File: config.mk
export PLATFORM = sky130hd
export DESIGN_NAME = mem_arbiter
export DESIGN_NICKNAME = d
export VERILOG_FILES = /design/src/rtl/mem_arbiter.sv
export SDC_FILE = /design/constraint.sdc
export NUM_CORES = 1
export LEC_CHECK = 0
export BUFFER_PORTS_ARGS = -buffer_cell sky130_fd_sc_hd__buf_2
export CAP_MARGIN = 25
export CORE_AREA = 2 2 98 100
export CTS_CLUSTER_DIAMETER = 120
export DETAILED_ROUTE_END_ITERATION = 7
export DIE_AREA = 0 0 100 102
export PLACE_DENSITY = 0.57
export RECOVER_POWER = 100
export SETUP_SLACK_MARGIN = 0.1
export SLEW_MARGIN = 0
export SYNTH_ARGS = -nofsm -noshare
export SYNTH_HDL_FRONTEND = slang
export SYNTH_SLANG_ARGS = --single-unit
File: constraint.sdc
create_clock -name clk -period 4.8 [get_ports clk]
set_clock_uncertainty 0.15 [all_clocks]
set_input_delay 0.72 -clock clk [delete_from_list [all_inputs] [get_ports clk]]
set_output_delay 0.72 -clock clk [all_outputs]
set_load 0.05 [all_outputs]
File: src/rtl/mem_arbiter.sv
// Arbitrates a shared single-port memory between an instruction-fetch port and a
// data port, with data priority, fetch starvation relief and flush squashing.
module mem_arbiter #(
   parameter int ADDR_W       = 14,
   parameter int STARVE_LIMIT = 3
) (
   input  logic              clk,
   input  logic              rst,
   input  logic              if_req_i,
   input  logic [31:0]       if_addr_i,
   output logic              if_gnt_o,
   output logic              if_rvalid_o,
   output logic [31:0]       if_rdata_o,
   input  logic              dm_req_i,
   input  logic [3:0]        dm_we_i,
   input  logic [31:0]       dm_addr_i,
   input  logic [31:0]       dm_wdata_i,
   output logic              dm_gnt_o,
   output logic              dm_rvalid_o,
   output logic [31:0]       dm_rdata_o,
   input  logic              flush_i,
   output logic              mem_en_o,
   output logic [3:0]        mem_we_o,
   output logic [ADDR_W-1:0] mem_addr_o,
   output logic [31:0]       mem_din_o,
   input  logic [31:0]       mem_dout_i
);

   localparam int CNT_W = (STARVE_LIMIT < 1) ? 1 : $clog2(STARVE_LIMIT + 1);
   localparam logic [CNT_W-1:0] LIMIT_C = CNT_W'(STARVE_LIMIT);

   typedef enum logic [1:0] {
      OWN_NONE = 2'd0,
      OWN_IF   = 2'd1,
      OWN_DM   = 2'd2
   } owner_t;

   owner_t            rd_owner_r;
   owner_t            rd_owner_nxt_s;
   logic [CNT_W-1:0]  starve_cnt_r;
   logic [CNT_W-1:0]  starve_cnt_nxt_s;
   logic              if_gnt_s;
   logic              dm_gnt_s;
   logic              addr_unused_s;

   // Byte-offset and high address bits never reach the word-addressed memory.
   assign addr_unused_s = ^{if_addr_i[1:0], if_addr_i[31:ADDR_W+2],
                            dm_addr_i[1:0], dm_addr_i[31:ADDR_W+2]};

   // Grant selection: data wins unless fetch has been starved long enough.
   always_comb begin
      if_gnt_s = 1'b0;
      dm_gnt_s = 1'b0;
      if (rst) begin
         if_gnt_s = 1'b0;
         dm_gnt_s = 1'b0;
      end else begin
         if_gnt_s = if_req_i & ~flush_i & (~dm_req_i | (starve_cnt_r == LIMIT_C));
         dm_gnt_s = dm_req_i & ~if_gnt_s;
      end
   end

   // Route the granted port onto the memory in the same cycle.
   always_comb begin
      if_gnt_o   = if_gnt_s;
      dm_gnt_o   = dm_gnt_s;
      mem_en_o   = if_gnt_s | dm_gnt_s;
      mem_din_o  = dm_wdata_i;
      mem_we_o   = 4'b0000;
      mem_addr_o = dm_addr_i[ADDR_W+1:2];
      if (if_gnt_s) begin
         mem_addr_o = if_addr_i[ADDR_W+1:2];
      end else if (dm_gnt_s) begin
         mem_we_o   = dm_we_i;
      end else begin
         mem_we_o   = 4'b0000;
      end
   end

   // Next-state for the starvation counter and the read-response owner.
   always_comb begin
      starve_cnt_nxt_s = starve_cnt_r;
      rd_owner_nxt_s   = OWN_NONE;
      if (if_gnt_s | ~if_req_i | flush_i) begin
         starve_cnt_nxt_s = {CNT_W{1'b0}};
      end else if (starve_cnt_r != LIMIT_C) begin
         starve_cnt_nxt_s = starve_cnt_r + CNT_W'(1);
      end else begin
         starve_cnt_nxt_s = starve_cnt_r;
      end
      if (if_gnt_s) begin
         rd_owner_nxt_s = OWN_IF;
      end else if (dm_gnt_s && (dm_we_i == 4'b0000)) begin
         rd_owner_nxt_s = OWN_DM;
      end else begin
         rd_owner_nxt_s = OWN_NONE;
      end
   end

   // State registers.
   always_ff @(posedge clk) begin
      if (rst) begin
         rd_owner_r   <= OWN_NONE;
         starve_cnt_r <= {CNT_W{1'b0}};
      end else begin
         rd_owner_r   <= rd_owner_nxt_s;
         starve_cnt_r <= starve_cnt_nxt_s;
      end
   end

   // Steer memory read data to the owner; reset and flush squash in-flight responses.
   always_comb begin
      if_rvalid_o = 1'b0;
      if_rdata_o  = 32'h0000_0000;
      dm_rvalid_o = 1'b0;
      dm_rdata_o  = 32'h0000_0000;
      case (rd_owner_r)
         OWN_IF: begin
            if (~rst & ~flush_i) begin
               if_rvalid_o = 1'b1;
               if_rdata_o  = mem_dout_i;
            end else begin
               if_rvalid_o = 1'b0;
               if_rdata_o  = 32'h0000_0000;
            end
         end
         OWN_DM: begin
            if (~rst) begin
               dm_rvalid_o = 1'b1;
               dm_rdata_o  = mem_dout_i;
            end else begin
               dm_rvalid_o = 1'b0;
               dm_rdata_o  = 32'h0000_0000;
            end
         end
         default: begin
            if_rvalid_o = 1'b0;
            dm_rvalid_o = 1'b0;
         end
      endcase
   end

endmodule

==> impl_metrics.ini, run 1 <==
[synth]
syn_nets = 280
yosysSeqAreaShare = 0.0731
synth_common_cells = 69 x and2_1, 32 x buf_4, 8 x mux2_4
synthMostInstantiatedCell = and2_1
synth_ff_type = dfxtp_1
synth_area_um2 = 1090
yosys.cell_types.count = 21
yosysWarnings = 0
synth-edff-count = 0
ys_top_cells_by_area = and2_1 39%, buf_4 22%, mux2_4 11%, dfxtp_1 7.3%, mux2_2 6.2%
syn_avg_cell_area_um2 = 7.71
synth.top_cell.area_share = 0.394
ys_async_sr_fraction = 0
yosys.area.top_type = and2_1
ys_seq_elements = 4
synthCells = 142

[cts]
ctsResizeCount = 0
clk_pin_slew_worst_paths_ns = 0.03
post_cts_buffers = 0
max-clock-path-buffers = 2
hold_buffers = 0
cts_tree = done
clk_latency_ns = 0.21
numCtsBuffers = 3
clock-root-buffer = clkbuf_8
numClockSinks = 4
htree_levels = 1

[worst_hold_path]
hold_path_depth = 1
hold_end = starve_cnt_r[0]
holdCritPathClass = reg2reg
hp-start = starve_cnt_r[0]

[power_and_ir_drop]
combPwrFrac = 0.498
total_power_uw = 206
p_sw_uw = 83.6
clockPowerShare = 0.335
seqPwrFrac = 0.167
p_sw_frac = 0.406
ir_drop_v = 0.000134
p_leak_nw = 0.910
p_int_uw = 122
powerDensity_nw_per_um2 = 122

[critical_path]
critPathLaunchType = primary input
reg2reg_to = rd_owner_r[0]
rr_worst_depth = 3
worst-setup-path-type = in2out
worstPathArrival_ns = 2.81
end_kind = primary output
r2r-start = starve_cnt_r[0]
cp_max_fo = 27
cp.required_ns = 3.93
r2r_slack_ns = 3.26

[floorplan]
io_pins = 256
die_w_um = 100
die_h_um = 102
die-area_um2 = 10200
start_util = 0.120
rows = 35
core_area_um2 = 9110

[timing]
fmax_mhz = 272
worst-slew-pin-transition_ns = 0.910
slew_violations = 0
rsz0062_at_grt = no
setup_viol = 0
finalSetupTns_ns = 0
min_period_ns = 3.68
hold_slack_ns = 0.267
finalCritPeriodShare = 0.767
timing.slew.headroom = 0.393
final-hold-violation-count = 0

[place]
place_inst = 371
place_area_um2 = 1760
hpwl_mm = 3.30
place.gp.congestion = 0.724
portBuffers = 155

[global_route]
grt_pass1_wl_mm = 4.97
grt_use_met3 = 0.0239
first_global_vias = 1054
overflow = 0
met2_usage = 0.121
grt.total_usage = 0.0614
grt_util_met1 = 0.0582
busiest_layer = met2
grt_max_degree = 28
antenna_found_initial = 0

[layout]
n_fill_cell = 1073
finalNonFillerCells = 374
fin_nets = 403
syn2layout_area_growth_pct = 54.1
drive_above_1_share = 0.445
diodes = 0
post-route-cell-area_um2 = 1690

[drt]
postRouteAntennaNets = 0
vias = 1354
wl_per_cell_um = 10.2
viasPerCell = 3.62
finalWirelength_mm = 3.81
drc_errors = 0
drt_iter0_drc = 4
firstDrtPassIters = 2

[flow_run]
maxCapViolations = 0

[run_status]
status = finished clean
[power groups by stage]
stage / Sequential, mW / Combinational, mW / Clock [mW]
finish: 0.0344 / 0.102 / 0.0689
global route: 0.0344 / 0.109 / 0.0758
CTS: 0.0344 / 0.110 / 0.0712
detailed placement: 0.0349 / 0.110 / 0
global placement: 0.0348 / 0.109 / 0
floorplan: 0.0347 / 0.139 / 0
[through the flow]
stage,util,worst slack [ns]
after floorplan,-,1.74
final,0.185,1.12
after detailed placement,0.193,1.66
after CTS,0.198,1.66
after global placement,0.193,1.71
after global routing,0.185,0.823
[metal layers]
| layer | vias to the layer above | part of all wire |
|---|---|---|
| met3 | 6 | 0.10 |
| met4 | 0 | 0.018 |
| li1 | 654 | - |
| met1 | 605 | 0.34 |
| met5 | - | 0 |
| met2 | 89 | 0.53 |
[area by class of cell]
cell class	count	area (um2)	area share
Sequential cell	4	80.1	0.0475
Timing Repair Buffer	157	721	0.427
Clock buffer	3	41.3	0.0245
Multi-Input combinational cell	95	691	0.409
Inverter	4	15.0	0.00890
Tap cell	111	139	0.0823
[kinds of logic (layout without fill, tap and decap cells)]
group,count (synthesis),after routing,share of synthesized area
AOI/OAI and AO/OA,2,2,0.0217
adders and majority gates,1,1,0.0114
buffers and inverters,43,164,0.266
DFF,4,4,0.0731
muxes,14,14,0.171
and+or+nand+nor,78,78,0.456
[cell usage in the layout (no fill, tap or decap)]
| master | count |
|---|---|
| nor2b_1 | 1 |
| nor2_1 | 1 |
| nor3b_1 | 2 |
| inv_1 | 4 |
| and3_1 | 1 |
| and2_1 | 69 |
| clkbuf_1 | 52 |
| ha_1 | 1 |
| dfxtp_1 | 4 |
| nand2_1 | 1 |
| buf_2 | 105 |
| mux2_1 | 8 |
| nor4_1 | 1 |
| or2_2 | 1 |
| nor4b_4 | 1 |
| o21ai_2 | 1 |
| mux2_2 | 6 |
| a311oi_1 | 1 |
| clkbuf_8 | 3 |
[registers in the layout, indices dropped and copies added (netlist names)]
| register | count |
|---|---|
| rd_owner_r | 2 |
| starve_cnt_r | 2 |
[critical path, stage by stage]
cell and delay (ns):
clkbuf_1 0.14, nor3b_1 0.71, clkbuf_1 0.75, and2_1 0.23, buf_2 0.26
[worst max-delay path by stage]
stage,to,cells past startpoint,from
finish,dm_rdata_o[0],5,rst
global route,dm_rdata_o[5],5,rst
CTS,mem_en_o,6,dm_req_i
global placement,mem_en_o,6,dm_req_i
detailed placement,mem_en_o,6,dm_req_i
floorplan,mem_we_o[0],3,flush_i
No activity file was read; power rests on OpenSTA's default activity.
==> inputs of run 2 (changes only) <==
--- a/config.mk
+++ b/config.mk
@@ -5,13 +5,14 @@
 export SDC_FILE = /design/constraint.sdc
 export NUM_CORES = 1
 export LEC_CHECK = 0
+export ABC_AREA = 1
 export BUFFER_PORTS_ARGS = -buffer_cell sky130_fd_sc_hd__buf_2
 export CAP_MARGIN = 25
-export CORE_AREA = 2 2 98 100
+export CORE_AREA = 2 2 99 101
 export CTS_CLUSTER_DIAMETER = 120
 export DETAILED_ROUTE_END_ITERATION = 7
-export DIE_AREA = 0 0 100 102
-export PLACE_DENSITY = 0.57
+export DIE_AREA = 0 0 101 103
+export PLACE_DENSITY = 0.59
 export RECOVER_POWER = 100
 export SETUP_SLACK_MARGIN = 0.1
 export SLEW_MARGIN = 0
==> constraint.sdc (replaced) <==
create_clock -name clk -period 3.22 [get_ports clk]
set_clock_uncertainty 0.15 [all_clocks]
set_input_delay 0.483 -clock clk [delete_from_list [all_inputs] [get_ports clk]]
set_output_delay 0.483 -clock clk [all_outputs]
set_load 0.05 [all_outputs]
==> impl_metrics.ini, run 2 <==
[run_status]
status = finished clean

[layout]
drive_above_1_share = 0.299
seq_area_um2 = 80.1
multi_input_area_um2 = 588
n_fill_cell = 1145
finalNonFillerCells = 452
layout_common_cells = 90 x buf_2, 71 x nor2_1, 65 x clkbuf_1, 45 x inv_1, 33 x nand2_1
top_regs = rd_owner_r x2, starve_cnt_r x2
fin_nets = 478
syn2layout_area_growth_pct = 46.2
mostFrequentLayoutCell = buf_2
diodes = 0

[global_route]
grt_pass1_wl_mm = 5.24
grt_max_degree = 34
grt.total_usage = 0.0622
first_global_vias = 1182
overflow = 0
antenna_found_initial = 0

[synth]
ys_top_cells_by_area = nor2_1 23%, buf_4 22%, inv_1 14%, nand2_1 10%, nand4_1 7.9%
ys_async_sr_fraction = 0
synth_ff_type = dfxtp_1
synth_common_cells = 71 x nor2_1, 44 x inv_1, 34 x buf_4
synthCells = 220
yosys.cell_types.count = 18
synth-edff-count = 0
synth_area_um2 = 1180
yosysSeqAreaShare = 0.0677
syn_avg_cell_area_um2 = 5.38
syn_nets = 358
yosys.area.top_type = nor2_1
synth.top_cell.area_share = 0.225
yosysWarnings = 0
ys_seq_elements = 4
synthMostInstantiatedCell = nor2_1

[timing]
final-hold-violation-count = 0
min_period_ns = 2.68
rsz0062_at_grt = no
fmax_mhz = 373
timing.slew.headroom = 0.591
finalSetupTns_ns = 0
setup_viol = 0
worst-slew-pin-transition_ns = 0.616
slew_violations = 0
finalCritPeriodShare = 0.832

[power_and_ir_drop]
ir_drop_v = 0.000138
powerDensity_nw_per_um2 = 194
p_leak_nw = 1.09

[critical_path]
cp.required_ns = 2.59
path_buf_inv = 4
cp_max_fo = 33
cp_top_family = buffers and inverters
end_kind = primary output
critPathLaunchType = primary input
slowest_delay_ns = 0.49
worst-setup-path-type = in2out
crit_start = rst
r2r-start = starve_cnt_r[0]
crit_path_cell_trace = buf_2, inv_1, nand2_1, buf_4, nor2_1, clkbuf_1
worstPathArrival_ns = 2.04
slowest_stage = clkbuf_1

[cts]
hold_buffers = 0
post_cts_buffers = 0
cts_tree = done
numCtsBuffers = 3
numClockSinks = 4
htree_levels = 1
clk_latency_ns = 0.21
clock-root-buffer = clkbuf_8
ctsResizeCount = 0
max-clock-path-buffers = 2
clk_pin_slew_worst_paths_ns = 0.03

[floorplan]
start_util = 0.125
core_area_um2 = 9460
die_h_um = 103
die_w_um = 101
io_pins = 256
rows = 36
die-area_um2 = 10400

[worst_hold_path]
holdCritPathClass = reg2reg
hp-start = starve_cnt_r[0]

[place]
place_inst = 449
place.gp.congestion = 0.682
portBuffers = 155
hpwl_mm = 3.33

[flow_run]
maxCapViolations = 0

[drt]
wl_per_cell_um = 8.87
firstDrtPassIters = 4
drc_errors = 0
viasPerCell = 3.68
finalWirelength_mm = 4.01
postRouteAntennaNets = 0
vias = 1663
drt_iter0_drc = 31
run 2: cell types whose count changed in the layout (fill, tap and decap cells not counted), moves of 6 or more:
cell      before  now
nand4_1        0   15
nand2_1        1   33
nor2_1         1   71
and2_1        69    0
mux2_2         6    0
buf_2        105   90
mux2_1         8    0
clkbuf_1      52   65
inv_1          4   45
run 2: cell families (layout without fill, tap and decap cells):
| logic type | Yosys count | in the layout | share of synthesized area |
|---|---|---|---|
| AND/OR/NAND/NOR | 126 | 126 | 0.479 |
| buffers and inverters | 87 | 205 | 0.429 |
| flip-flops | 4 | 4 | 0.0677 |
| adder cells (fa/ha/maj) | 1 | 1 | 0.0106 |
| AO/OA/AOI/OAI | 1 | 1 | 0.00634 |
| XOR/XNOR | 1 | 1 | 0.00740 |
run 2: final timing paths:
| check | cells past startpoint | to | slack (ns) |
|---|---|---|---|
| max | 6 | dm_rdata_o[5] | 0.54 |
| min | 2 | starve_cnt_r[0] | 0.39 |
| max reg2reg | 6 | rd_owner_r[1] | 1.52 |
| min reg2reg | 2 | starve_cnt_r[0] | 0.39 |
run 2: layer usage:
layer | vias up | global-route usage | routed length (um)
met5 | - | 0 | 0
met4 | 0 | 0.0239 | 60
met3 | 6 | 0.0176 | 417
met2 | 115 | 0.111 | 1920
met1 | 693 | 0.0706 | 1610
li1 | 849 | - | -
run 2: final cells by class:
class                      instances  area share
clock buffer                       3      0.0239
tap                              114      0.0824
multi-input combinational        129       0.340
timing repair buffer             157       0.410
sequential                         4      0.0463
inverter                          45      0.0976
run 2: per-stage QoR:
step	utilization	hold WS [ns]	cell area (um2)	setup slack [ns]	power [mW]
6_report	0.183	0.385	1730	0.542	0.335
5_1_grt	0.183	0.416	1730	0.384	0.361
4_1_cts	0.192	0.388	1820	0.866	0.343
3_5_place_dp	0.188	0.392	1780	0.968	0.237
3_3_place_gp	0.188	0.365	1780	0.993	0.234
2_1_floorplan	-	0.351	1180	0.999	0.279
run 2: worst min-delay path, stage by stage, from the launching register on:
cell     delay (ns)
dfxtp_1        0.33
xor2_1         0.08
nor2_1         0.09
run 2: power breakdown:
part | leakage (nW) | internal [mW] | switching (mW)
Sequential | 0.0325 | 0.0511 | 0.000651
Combinational | 1.04 | 0.0544 | 0.127
Clock | 0.0216 | 0.0794 | 0.0225
